<file path="src/rtl/hevc_fir_pkg.sv">
// Shared constants, coefficient tables and types for the HEVC 8-tap luma accumulator.
package hevc_fir_pkg;

  localparam int IN_W   = 16;
  localparam int OUT_W  = 27;
  localparam int NTAP   = 8;
  localparam int COEF_W = 8;

  typedef logic signed [COEF_W-1:0] coef_t;
  typedef logic signed [OUT_W-1:0]  out_sum_t;

  // Row r holds the taps for fractional phase r+1; every row sums to 64.
  localparam int COEF_TAB [3][NTAP] = '{
    '{-1, 4, -10, 58, 17,  -5, 1,  0},
    '{-1, 4, -11, 40, 40, -11, 4, -1},
    '{ 0, 1,  -5, 17, 58, -10, 4, -1}
  };

  function automatic coef_t fir_coef(input int frac, input logic [2:0] k);
    int row;
    row = (frac >= 1 && frac <= 3) ? frac - 1 : 1;
    return coef_t'(COEF_TAB[row][k]);
  endfunction

endpackage

</file>
<file path="src/rtl/fir8_lane.sv">
// Per-flux tap counter and partial-sum accumulator.
module fir8_lane #(
  parameter int W = 27
) (
  input  logic                clk,
  input  logic                rst,
  input  logic                sel,
  input  logic signed [W-1:0] prod,
  output logic [2:0]          tap,
  output logic                tap_is_last,
  output logic signed [W-1:0] sum_nxt
);

  logic [2:0]          tap_q, tap_d;
  logic signed [W-1:0] acc_q, acc_d;

  always_comb begin
    sum_nxt = acc_q + prod;
    tap_d   = tap_q;
    acc_d   = acc_q;
    if (sel) begin
      if (tap_q == 3'd7) begin
        tap_d = '0;
        acc_d = '0;
      end else begin
        tap_d = tap_q + 3'd1;
        acc_d = sum_nxt;
      end
    end
  end

  always_ff @(posedge clk) begin
    if (rst) begin
      tap_q <= '0;
      acc_q <= '0;
    end else begin
      tap_q <= tap_d;
      acc_q <= acc_d;
    end
  end

  assign tap         = tap_q;
  assign tap_is_last = (tap_q == 3'd7);

endmodule

</file>
<file path="src/rtl/hevc_fir8_acc.sv">
// Second-pass 8-tap luma interpolation accumulator, FLUX fluxes through one shared MAC.
// HEVC_FIR_OUTREG_EN adds a one-entry output register between the MAC and the write port.
module hevc_fir8_acc
  import hevc_fir_pkg::*;
#(
  parameter int FLUX               = 2,
  parameter int FRAC               = 2,
  parameter int IN_PEL_DATA_WIDTH  = 16,
  parameter int OUT_PEL_DATA_WIDTH = 27,
  parameter int TAG_WIDTH          = $clog2(FLUX)
) (
  input  logic                                      clk,
  input  logic                                      rst,
  input  logic [FLUX-1:0]                           read_port_in_pel_empty,
  output logic [FLUX-1:0]                           read_port_in_pel_read,
  input  logic [TAG_WIDTH+IN_PEL_DATA_WIDTH:0]      read_port_in_pel_dout,
  input  logic [FLUX-1:0]                           write_port_out_pel_full,
  output logic                                      write_port_out_pel_write,
  output logic [TAG_WIDTH+OUT_PEL_DATA_WIDTH:0]     write_port_out_pel_din
);

  localparam int TW1 = TAG_WIDTH + 1;
  localparam int OW  = OUT_PEL_DATA_WIDTH;
  localparam int IW  = IN_PEL_DATA_WIDTH;

  typedef struct packed {
    logic [TW1-1:0]       tag;
    logic signed [OW-1:0] sum;
  } out_word_t;

  logic [FLUX-1:0]          elig, sel_oh, last_ok, lane_last;
  logic [FLUX-1:0][2:0]     lane_tap;
  logic [FLUX-1:0][OW-1:0]  lane_sum;
  logic                     found, sel_last;
  logic [TW1-1:0]           sel_tag;
  logic [2:0]               sel_tap;
  logic signed [IW-1:0]     smp;
  coef_t                    coef;
  logic signed [OW-1:0]     prod;
  out_word_t                sel_word;
  logic                     unused_dout_tag;

  assign unused_dout_tag = ^read_port_in_pel_dout[TAG_WIDTH+IW:IW];

  // Fixed priority: lowest-index eligible flux owns the MAC this cycle.
  always_comb begin
    elig     = '0;
    sel_oh   = '0;
    found    = 1'b0;
    sel_tag  = '1;
    sel_tap  = '0;
    sel_last = 1'b0;
    for (int f = 0; f < FLUX; f++) begin
      elig[f] = !read_port_in_pel_empty[f] && (!lane_last[f] || last_ok[f]);
      if (elig[f] && !found) begin
        found     = 1'b1;
        sel_oh[f] = 1'b1;
        sel_tag   = TW1'(f);
        sel_tap   = lane_tap[f];
        sel_last  = lane_last[f];
      end
    end
  end

  assign read_port_in_pel_read = sel_oh;

  always_comb begin
    smp  = read_port_in_pel_dout[IW-1:0];
    coef = fir_coef(FRAC, sel_tap);
    prod = OW'(smp) * OW'(coef);
  end

  for (genvar f = 0; f < FLUX; f++) begin : g_lane
    fir8_lane #(.W(OW)) u_lane (
      .clk         (clk),
      .rst         (rst),
      .sel         (sel_oh[f]),
      .prod        (prod),
      .tap         (lane_tap[f]),
      .tap_is_last (lane_last[f]),
      .sum_nxt     (lane_sum[f])
    );
  end

  always_comb begin
    sel_word.tag = sel_tag;
    sel_word.sum = '0;
    for (int f = 0; f < FLUX; f++)
      if (sel_oh[f]) sel_word.sum = lane_sum[f];
  end

`ifdef HEVC_FIR_OUTREG_EN
  logic      ovld_q, ovld_d, ofull, drain, load;
  out_word_t oword_q, oword_d;

  always_comb begin
    ofull = 1'b0;
    for (int f = 0; f < FLUX; f++)
      if (oword_q.tag == TW1'(f)) ofull = write_port_out_pel_full[f];
    drain = ovld_q && !ofull;
    for (int f = 0; f < FLUX; f++)
      last_ok[f] = !ovld_q || (drain && !write_port_out_pel_full[f]);
  end

  always_comb begin
    load    = found && sel_last;
    ovld_d  = load || (ovld_q && !drain);
    oword_d = load ? sel_word : oword_q;
  end

  always_ff @(posedge clk) begin
    if (rst) begin
      ovld_q  <= 1'b0;
      oword_q <= '0;
    end else begin
      ovld_q  <= ovld_d;
      oword_q <= oword_d;
    end
  end

  always_comb begin
    write_port_out_pel_write = drain;
    write_port_out_pel_din   = drain ? oword_q : '0;
  end
`else
  assign last_ok = ~write_port_out_pel_full;

  always_comb begin
    write_port_out_pel_write = found && sel_last;
    write_port_out_pel_din   = write_port_out_pel_write ? sel_word : '0;
  end
`endif

endmodule
</file>
<file path="config.mk">
export PLATFORM = sky130hd
export DESIGN_NAME = hevc_fir8_acc
export DESIGN_NICKNAME = d
export VERILOG_FILES = /design/src/rtl/hevc_fir_pkg.sv /design/src/rtl/fir8_lane.sv /design/src/rtl/hevc_fir8_acc.sv
export SDC_FILE = /design/constraint.sdc
export NUM_CORES = 1
export LEC_CHECK = 0
export CORE_UTILIZATION = 57
export DETAILED_ROUTE_END_ITERATION = 12
export GPL_TIMING_DRIVEN = 0
export PLACE_DENSITY = 0.9
export SLEW_MARGIN = 10
export SYNTH_ARGS = -nofsm -noshare
export SYNTH_HDL_FRONTEND = slang
export SYNTH_HIERARCHICAL = 1
export SYNTH_SLANG_ARGS = --single-unit
export TNS_END_PERCENT = 5
</file>
<file path="constraint.sdc">
create_clock -name clk -period 13.7 [get_ports clk]
set_clock_uncertainty 0.1 [all_clocks]
set_input_delay 3.425 -clock clk [delete_from_list [all_inputs] [get_ports clk]]
set_output_delay 3.425 -clock clk [all_outputs]
set_load 0.005 [all_outputs]
</file>
==> results.yml, run 1 <==
detailed_routing:
  via_count: 10321
  dr.pass1.iters: 5
  drt_iter0_drc: 914
  routed_via_density: 6.39
  ant_nets: 0
  wirelength_um: 34200
  wire_per_inst_um: 21.2
  drc: 0
global_route:
  grt_pass1_wl_um: 49100
  grt_max_degree: 16
  overflow: 0
  grt_pass1_vias: 10348
  grt_antenna_before_repair: 0
  track_usage_pct: 34.3
sta:
  setup_ws_ns: -1.30
  min_period_over_period_pct: 109
  fmax_mhz: 66.7
  drv_slew: 0
  setup-violations-final: 19
  rsz0062_at_grt: "true"
  slew_headroom_pct: 29.0
  timing.final.crit_period_ns: 15.00
  final_hold_viol_count: 0
  tightest_slew_ns: 1.06
clock_tree:
  numCtsBuffers: 9
  htree_levels: 3
  cts_tree: "built"
  clk_latency_ns: 0.33
  clockBufferDepth: 2
  cts.clk_slew.worst_paths_ns: 0.05
  root_buffer: "clkbuf_16"
  clock_sinks: 60
place:
  portBuffers: 45
  routabilityCongestion: 0.942
  dpl_cell_area_um2: 11000
  dpl.hpwl_um: 20700
hold_path:
  hp-class: "flop to flop"
  min_to: "g_lane[1].u_lane/acc_q[24]"
  hold_path_depth: 2
  min_from: "g_lane[1].u_lane/acc_q[24]"
synth:
  yosysWarnings: 6
  ys.flop_type: "dfxtp_1"
  netlist_area_um2: 10000
  ys_ff_latch: 60
  synth_edf_count: 0
  synth_fp_nets: 1456
  ys_types: 69
  postSynth.asyncResetShare_pct: 0
  ys_seq_area_share_pct: 12.0
  synth.avg_cell_area_um2: 8.22
  syn_inst: 1221
final_layout:
  final_cell_mix: "inv_1, nor2_1, fa_1, buf_4, ha_1"
  drive_gt1_share_pct: 25.3
  area_growth_pct: 30.9
  final_cell_area_um2: 13100
  n_fill_cell: 1040
  final_nets: 1620
  mostFrequentLayoutCell: "inv_1"
  antenna_cells: 0
die:
  initial_core_util_pct: 58.2
  io_pins: 56
  rows: 48
  dieArea_um2: 18100
  core_area_um2: 17200
  die_h_um: 135
  fp.dieW_um: 135
worst_setup_path:
  cp.required_ns: 10.18
  ff2ff_path_depth: 71
  timing.rr.end: "g_lane[0].u_lane/acc_q[23]"
  rr_startpoint: "g_lane[0].u_lane/tap[0]"
  r2r_slack_ns: 0.84
  start_kind: "primary input"
  slowest_delay_ns: 0.58
  slowest_stage: "fa_1"
  endpoint_kind: "primary output"
  critPathArrivalTime_ns: 11.47
  path_max_fanout: 7
  crit_type: "primary input to primary output"
outcome:
  violations: "negative setup slack"
  status: "finished with violations"
run:
  maxCapViolCount: 0
per-layer routing:
| metal | track usage, % | part of all wire, % | vias up |
|---|---|---|---|
| met3 | 6.61 | 8.0 | 263 |
| met1 | 39.4 | 36 | 4944 |
| li1 | - | - | 4439 |
| met2 | 60.0 | 48 | 675 |
| met4 | 19.2 | 8.3 | 0 |
| met5 | 0 | 0 | - |
registers in the layout, indices dropped and copies added, names as in the netlist:
register	count
g_lane.u_lane/acc_q	54
g_lane.u_lane/tap	6
worst max-delay path by stage:
stage	slack [ns]	from	depth (start not counted)	endpoint
finish	-1.30	write_port_out_pel_full[0]	38	write_port_out_pel_din[23]
CTS	-0.92	write_port_out_pel_full[0]	39	write_port_out_pel_din[23]
floorplan	-0.15	write_port_out_pel_full[0]	34	write_port_out_pel_din[23]
global placement	-2.49	write_port_out_pel_full[0]	36	write_port_out_pel_din[26]
global route	-1.48	write_port_out_pel_full[0]	43	write_port_out_pel_din[26]
detailed placement	-2.72	write_port_out_pel_full[0]	36	write_port_out_pel_din[26]
through the flow:
stage | util [%] | std cells | hold WS [ns] | worst slack, ns | setup TNS, ns
CTS | 72.9 | 1592 | 0.367 | -0.924 | -11.64
floorplan | - | 1221 | 0.329 | -0.155 | -0.315
detailed placement | 64.0 | 1491 | 0.355 | -2.72 | -35.41
global placement | 64.0 | 1491 | 0.343 | -2.49 | -32.27
finish | 76.2 | 1614 | 0.366 | -1.30 | -16.89
global route | 76.2 | 1614 | 0.402 | -1.48 | -19.72
worst max-delay path: cells and delay by family:
kind,cells,cell delay [ns]
fa+ha+maj,7,2.73
simple gates,5,0.81
compound gates,14,2.76
buf+inv,11,1.49
xor+xnor,1,0.22
what timing repair did:
| action | 4_1_cts | 5_1_grt |
|---|---|---|
| cloned | 1 | 0 |
| setup endpoints to repair | 21 | 21 |
| pin swaps | 89 | 87 |
| endpoints found under the hold margin | 0 | 0 |
| buffers inserted | 89 | 23 |
| hold buffers | 0 | 0 |
| resized for setup | 157 | 102 |
synth_stat cells, types with 5 or more instances:
cell | count | area, um^2
nor2b_1 | 49 | 307
nand4_1 | 7 | 43.8
buf_2 | 5 | 25.0
dfxtp_1 | 60 | 1200
a31o_2 | 5 | 43.8
a31oi_1 | 10 | 62.6
fa_1 | 100 | 2000
mux2i_1 | 11 | 110
nand2_1 | 57 | 214
nand2b_1 | 7 | 43.8
nand3_1 | 16 | 80.1
nor3_1 | 11 | 55.1
clkbuf_1 | 37 | 139
o211ai_1 | 7 | 52.6
a21oi_1 | 90 | 450
a211o_1 | 5 | 43.8
and2_1 | 58 | 363
o21ai_0 | 23 | 115
a22oi_1 | 27 | 203
nor2_1 | 118 | 443
and3_1 | 9 | 56.3
o21a_1 | 11 | 82.6
xnor2_1 | 47 | 412
inv_1 | 163 | 612
xor2_1 | 28 | 245
a21o_1 | 43 | 323
a211oi_1 | 9 | 67.6
a311oi_1 | 6 | 52.6
o21bai_1 | 5 | 37.5
a22o_1 | 15 | 131
ha_1 | 111 | 1390
cell families (layout without fill, tap and decap cells):
group | Yosys count | count (layout) | synth area share (%)
simple gates | 355 | 355 | 17.8
xor+xnor | 75 | 75 | 6.55
mux | 12 | 12 | 1.21
fa+ha+maj | 211 | 211 | 33.8
compound gates | 293 | 293 | 20.5
other cells | 1 | 1 | 0.0374
buf+inv | 214 | 382 | 8.19
flops | 60 | 60 | 12.0
cell type report:
type                            count  area (um^2)  area share [%]
Buffer                             48          250            1.91
Clock buffer                       13          260            1.98
Clock inverter                      2         10.0          0.0762
Inverter                          164          626            4.76
Multi-Input combinational cell    947         9170            69.8
Sequential cell                    60         1200            9.15
Tap cell                          225          282            2.14
Timing Repair Buffer              155         1340            10.2
Power of run 1 is left out: the tool's default activity adds up to more than one toggle a clock period on the data nets, which glitch-free logic cannot reach.
==> inputs of run 2 (changes only) <==
--- a/config.mk
+++ b/config.mk
@@ -5,6 +5,7 @@
 export SDC_FILE = /design/constraint.sdc
 export NUM_CORES = 1
 export LEC_CHECK = 0
+export CORE_MARGIN = 2
 export CORE_UTILIZATION = 57
 export DETAILED_ROUTE_END_ITERATION = 12
 export GPL_TIMING_DRIVEN = 0
==> results.yml, run 2 (synthesis gave the netlist of run 1 again) <==
worst_setup_path:
  crit_type: "primary input to primary output"
  path_common_cell: "fa_1"
  slowest_delay_ns: 0.59
  path_max_fanout: 7
  crit_buf_inv: 10
  start_kind: "primary input"
  critPathTopFamily: "adder cells"
  endpoint_kind: "primary output"
  critPathArrivalTime_ns: 11.51
  cp.required_ns: 10.18
  slowest_stage: "fa_1"
sta:
  tightest_slew_ns: 0.953
  setup-violations-final: 18
  fmax_mhz: 66.5
  final_hold_viol_count: 0
  drv_slew: 0
  setup_ws_ns: -1.34
  timing.final.crit_period_ns: 15.04
  rsz0062_at_grt: "true"
  slew_headroom_pct: 36.4
  min_period_over_period_pct: 110
  setup_tns_ns: -15.63
clock_tree:
  root_buffer: "clkbuf_16"
  htree_levels: 3
  clk_latency_ns: 0.34
  cts_tree: "built"
  clock_sinks: 60
  numCtsBuffers: 9
  cts.clk_slew.worst_paths_ns: 0.05
  clockBufferDepth: 2
  hold_buffers: 0
detailed_routing:
  route.met2.wl_um: 16300
  highest_layer: "met4"
  drc: 0
  routed_via_density: 6.49
  via_count: 10335
  dr.pass1.iters: 8
  wl_met3_um: 2850
  wire_per_inst_um: 21.3
  wirelength_um: 34000
  drt_iter0_drc: 1154
  met1_length_um: 12100
  ant_nets: 0
place:
  dpl.hpwl_um: 20800
  dpl_cell_area_um2: 11000
  portBuffers: 45
  dp.cells: 1491
  dp_worst_setup_slack_ns: -2.69
  routabilityCongestion: 0.945
final_layout:
  drive_gt1_share_pct: 24.7
  top_register: "g_lane.u_lane/acc_q"
  final_cell_area_um2: 13200
  final_nets: 1597
  instances_no_fill: 1592
  area_growth_pct: 31.3
  largest_register_ffs: 54
  final_cell_mix: "inv_1, nor2_1, fa_1, buf_4, ha_1"
  mostFrequentLayoutCell: "inv_1"
  n_fill_cell: 992
  antenna_cells: 0
global_route:
  grt_pass1_vias: 10421
  overflow: 0
  grt_pass1_wl_um: 49900
  track_usage_pct: 34.0
  grt_antenna_before_repair: 0
  grt_max_degree: 16
die:
  io_pins: 56
  fp.dieW_um: 137
  dieArea_um2: 18700
  initial_core_util_pct: 58.2
  core_area_um2: 17200
  rows: 48
  die_h_um: 137
hold_path:
  hp-class: "flop to flop"
run:
  maxCapViolCount: 0
outcome:
  violations: "negative setup slack"
  status: "finished with violations"
## run 2: changes by cell type in the layout (fill, tap and decap cells not counted), sizes merged
cell and change:
buf -20, clkbuf -6, clkdlybuf4s50 -1, dlygate4sd2 +3, dlymetal6s2s -1, bufinv +2
clkinv +1
## run 2: what timing repair did
action / 4_1_cts / 5_1_grt
cloned: 2 / 0
gates resized for setup: 202 / 76
pin swaps: 124 / 83
buffers inserted: 64 / 25
setup endpoints to repair: 21 / 19
## run 2: worst reg2reg max path: cells and delay by family, from the launching register on
kind / cells / cell delay, ns
AO/OA/AOI/OAI: 9 / 1.59
adder cells (fa/ha/maj): 9 / 3.46
buffers and inverters: 12 / 1.47
flip-flops: 1 / 0.39
AND/OR/NAND/NOR: 12 / 2.16
## run 2: cell type report
| class | count | area, um^2 | share of cell area [%] |
|---|---|---|---|
| multi-input combinational | 947 | 9320 | 70.7 |
| sequential | 60 | 1200 | 9.12 |
| timing repair buffer | 135 | 1170 | 8.92 |
| inverter | 164 | 633 | 4.81 |
| tap | 225 | 282 | 2.14 |
| buffer | 45 | 248 | 1.88 |
| clock buffer | 11 | 243 | 1.84 |
| clock inverter | 5 | 75.1 | 0.570 |
## run 2: per-stage QoR
step                utilization [%]  hold WS [ns]
global placement               64.0         0.345
global route                   76.4         0.399
finish                         76.4         0.372
floorplan                         -         0.329
CTS                            73.3         0.364
detailed placement             64.0         0.352
## run 2: path summary, 6_finish.rpt
| kind | startpoint | to | slack, ns | depth (start not counted) |
|---|---|---|---|---|
| hold / removal | g_lane[1].u_lane/acc_q[24] | g_lane[1].u_lane/acc_q[24] | 0.37 | 2 |
| setup / recovery | write_port_out_pel_full[0] | write_port_out_pel_din[17] | -1.34 | 34 |
| setup reg to reg | g_lane[0].u_lane/tap[0] | g_lane[0].u_lane/acc_q[26] | 4.49 | 42 |
| hold reg to reg | g_lane[1].u_lane/acc_q[24] | g_lane[1].u_lane/acc_q[24] | 0.37 | 2 |
## run 2: layer usage
metal / global-route usage [%] / vias up
met5: 0 / -
met4: 18.9 / 0
met3: 6.70 / 265
met2: 58.7 / 701
met1: 39.3 / 4968
li1: - / 4401
Power of run 2 is left out for the same reason.
==> inputs of run 3 (changes only) <==
--- a/config.mk
+++ b/config.mk
@@ -5,11 +5,11 @@
 export SDC_FILE = /design/constraint.sdc
 export NUM_CORES = 1
 export LEC_CHECK = 0
+export ABC_AREA = 1
 export CORE_MARGIN = 2
-export CORE_UTILIZATION = 57
+export CORE_UTILIZATION = 50
 export DETAILED_ROUTE_END_ITERATION = 12
-export GPL_TIMING_DRIVEN = 0
-export PLACE_DENSITY = 0.9
+export PLACE_DENSITY = 0.81
 export SLEW_MARGIN = 10
 export SYNTH_ARGS = -nofsm -noshare
 export SYNTH_HDL_FRONTEND = slang
==> results.yml, run 3 <==
outcome:
  status: "finished with violations"
  violations: "negative setup slack"
synth:
  postSynth.asyncResetShare_pct: 0
  synth_edf_count: 0
  yosysTopAreaCell: "nand2_1"
  syn_inst: 1905
  ys_seq_area_share_pct: 10.1
  netlist_area_um2: 11900
  synth.top_cell.area_share_pct: 18.4
  synth.avg_cell_area_um2: 6.27
  synth_fp_nets: 2140
  ys_types: 44
  ys.flop_type: "dfxtp_1"
  ys_ff_latch: 60
  synth_commonest_cells: "nand2_1, inv_1, nor2_1, ha_1, nand3_1"
  yosysMostFrequentCell: "nand2_1"
  yosysWarnings: 6
  synth.area.top_cells: "nand2_1, fa_1, inv_1"
die:
  fp.dieW_um: 159
  initial_core_util_pct: 50.9
  io_pins: 56
  die_h_um: 159
  rows: 56
  core_area_um2: 23500
  dieArea_um2: 25100
sta:
  tightest_slew_ns: 1.14
  fmax_mhz: 71.6
  rsz0062_at_grt: "true"
  min_period_over_period_pct: 102
  setup_tns_ns: -1.42
  final_hold_viol_count: 0
  drv_slew: 0
  slew_headroom_pct: 23.8
  setup_ws_ns: -0.272
  timing.final.crit_period_ns: 13.97
  setup-violations-final: 13
detailed_routing:
  dr.pass1.iters: 6
  wirelength_um: 39900
  drc: 0
  ant_nets: 0
  routed_via_density: 5.30
  wire_per_inst_um: 15.6
  drt_iter0_drc: 1320
  via_count: 13533
worst_setup_path:
  critPathTopFamily: "buffers and inverters"
  crit_buf_inv: 48
  endpoint_kind: "flop"
  start_kind: "primary input"
  cp.required_ns: 13.79
  slowest_stage: "fa_1"
  crit_type: "primary input to flop"
  path_common_cell: "buf_4"
  slowest_delay_ns: 0.55
  critPathArrivalTime_ns: 14.06
  path_max_fanout: 5
place:
  portBuffers: 52
  dpl_cell_area_um2: 14400
  dp.cells: 2465
  dp_worst_setup_slack_ns: -0.794
  routabilityCongestion: 0.980
  dpl.hpwl_um: 27700
final_layout:
  top_register: "g_lane.u_lane/acc_q"
  final_cell_area_um2: 16600
  final_nets: 2463
  final_cell_mix: "nand2_1, inv_1, buf_4, nor2_1, fa_1"
  drive_gt1_share_pct: 27.4
  mostFrequentLayoutCell: "nand2_1"
  antenna_cells: 0
  area_growth_pct: 39.0
  largest_register_ffs: 54
  instances_no_fill: 2552
clock_tree:
  htree_levels: 3
  clk_latency_ns: 0.34
  root_buffer: "clkbuf_16"
  clock_sinks: 60
  numCtsBuffers: 9
  cts.clk_slew.worst_paths_ns: 0.06
  clockBufferDepth: 2
  cts_tree: "built"
run:
  maxCapViolCount: 0
global_route:
  grt_pass1_vias: 12886
  grt_max_degree: 59
  grt_pass1_wl_um: 61200
  grt_antenna_before_repair: 0
  overflow: 0
  track_usage_pct: 30.9
hold_path:
  hp-class: "flop to flop"
run 3: cell types whose count changed in the layout (fill, tap and decap cells not counted), moves of 37 or more:
cell | previous run | this run
inv_1 | 145 | 415
nand2_1 | 44 | 535
buf_4 | 78 | 280
a21o_1 | 43 | 3
nor2b_1 | 45 | 0
nand2_2 | 10 | 57
and2_1 | 53 | 16
nand3_1 | 16 | 86
run 3: logic make-up (layout without fill, tap and decap cells):
family	Yosys count	count (layout)	share of synthesized area [%]
xor gates and xnor gates	47	47	3.83
AOI/OAI and AO/OA	147	147	7.63
buffers and inverters	483	810	15.5
other	1	1	0.0314
and+or+nand+nor	956	957	34.5
adders and majority gates	211	211	28.4
DFF	60	60	10.1
run 3: metrics by stage:
stage | hold WS (ns) | util, %
global route | 0.395 | 70.7
global placement | 0.356 | 61.2
detailed placement | 0.362 | 61.2
CTS | 0.372 | 69.3
finish | 0.373 | 70.7
floorplan | 0.349 | -
run 3: tightest hold or removal path, cell delays in order, from the launching register on:
cell	delay [ns]
dfxtp_1	0.31
nand2_1	0.06
a21oi_1	0.05
run 3: area by class of cell:
type	count	area, um^2
repair buffers	344	2770
clock inverters	4	47.5
inverters	450	1700
well taps	319	399
flip-flops and latches	60	1200
fillers	1712	6880
multi-input cells	1363	10200
clock buffers	12	256
run 3: final timing paths:
| check | from | to | slack (ns) | cells past startpoint |
|---|---|---|---|---|
| hold / removal | g_lane[0].u_lane/acc_q[0] | g_lane[0].u_lane/acc_q[0] | 0.37 | 2 |
| hold reg to reg | g_lane[0].u_lane/acc_q[0] | g_lane[0].u_lane/acc_q[0] | 0.37 | 2 |
| setup / recovery | write_port_out_pel_full[1] | g_lane[0].u_lane/acc_q[26] | -0.27 | 76 |
| setup reg to reg | g_lane[1].u_lane/tap[0] | g_lane[0].u_lane/acc_q[26] | 2.21 | 77 |
run 3: layer usage:
layer  global-route usage [%]  vias up  wire, um
li1                         -     6352         -
met1                     38.6     6252     15900
met2                     52.5      728     18900
met3                     5.58      201      3240
met4                     13.0        0      1820
met5                        0        -         0
run 3: timing repair:
item	in CTS	in global routing
cloned	1	0
hold buffers	0	0
setup buffers	62	9
resized for setup	225	66
pin swaps	82	35
endpoints found under the setup margin	20	21
Power of run 3 is left out for the same reason.
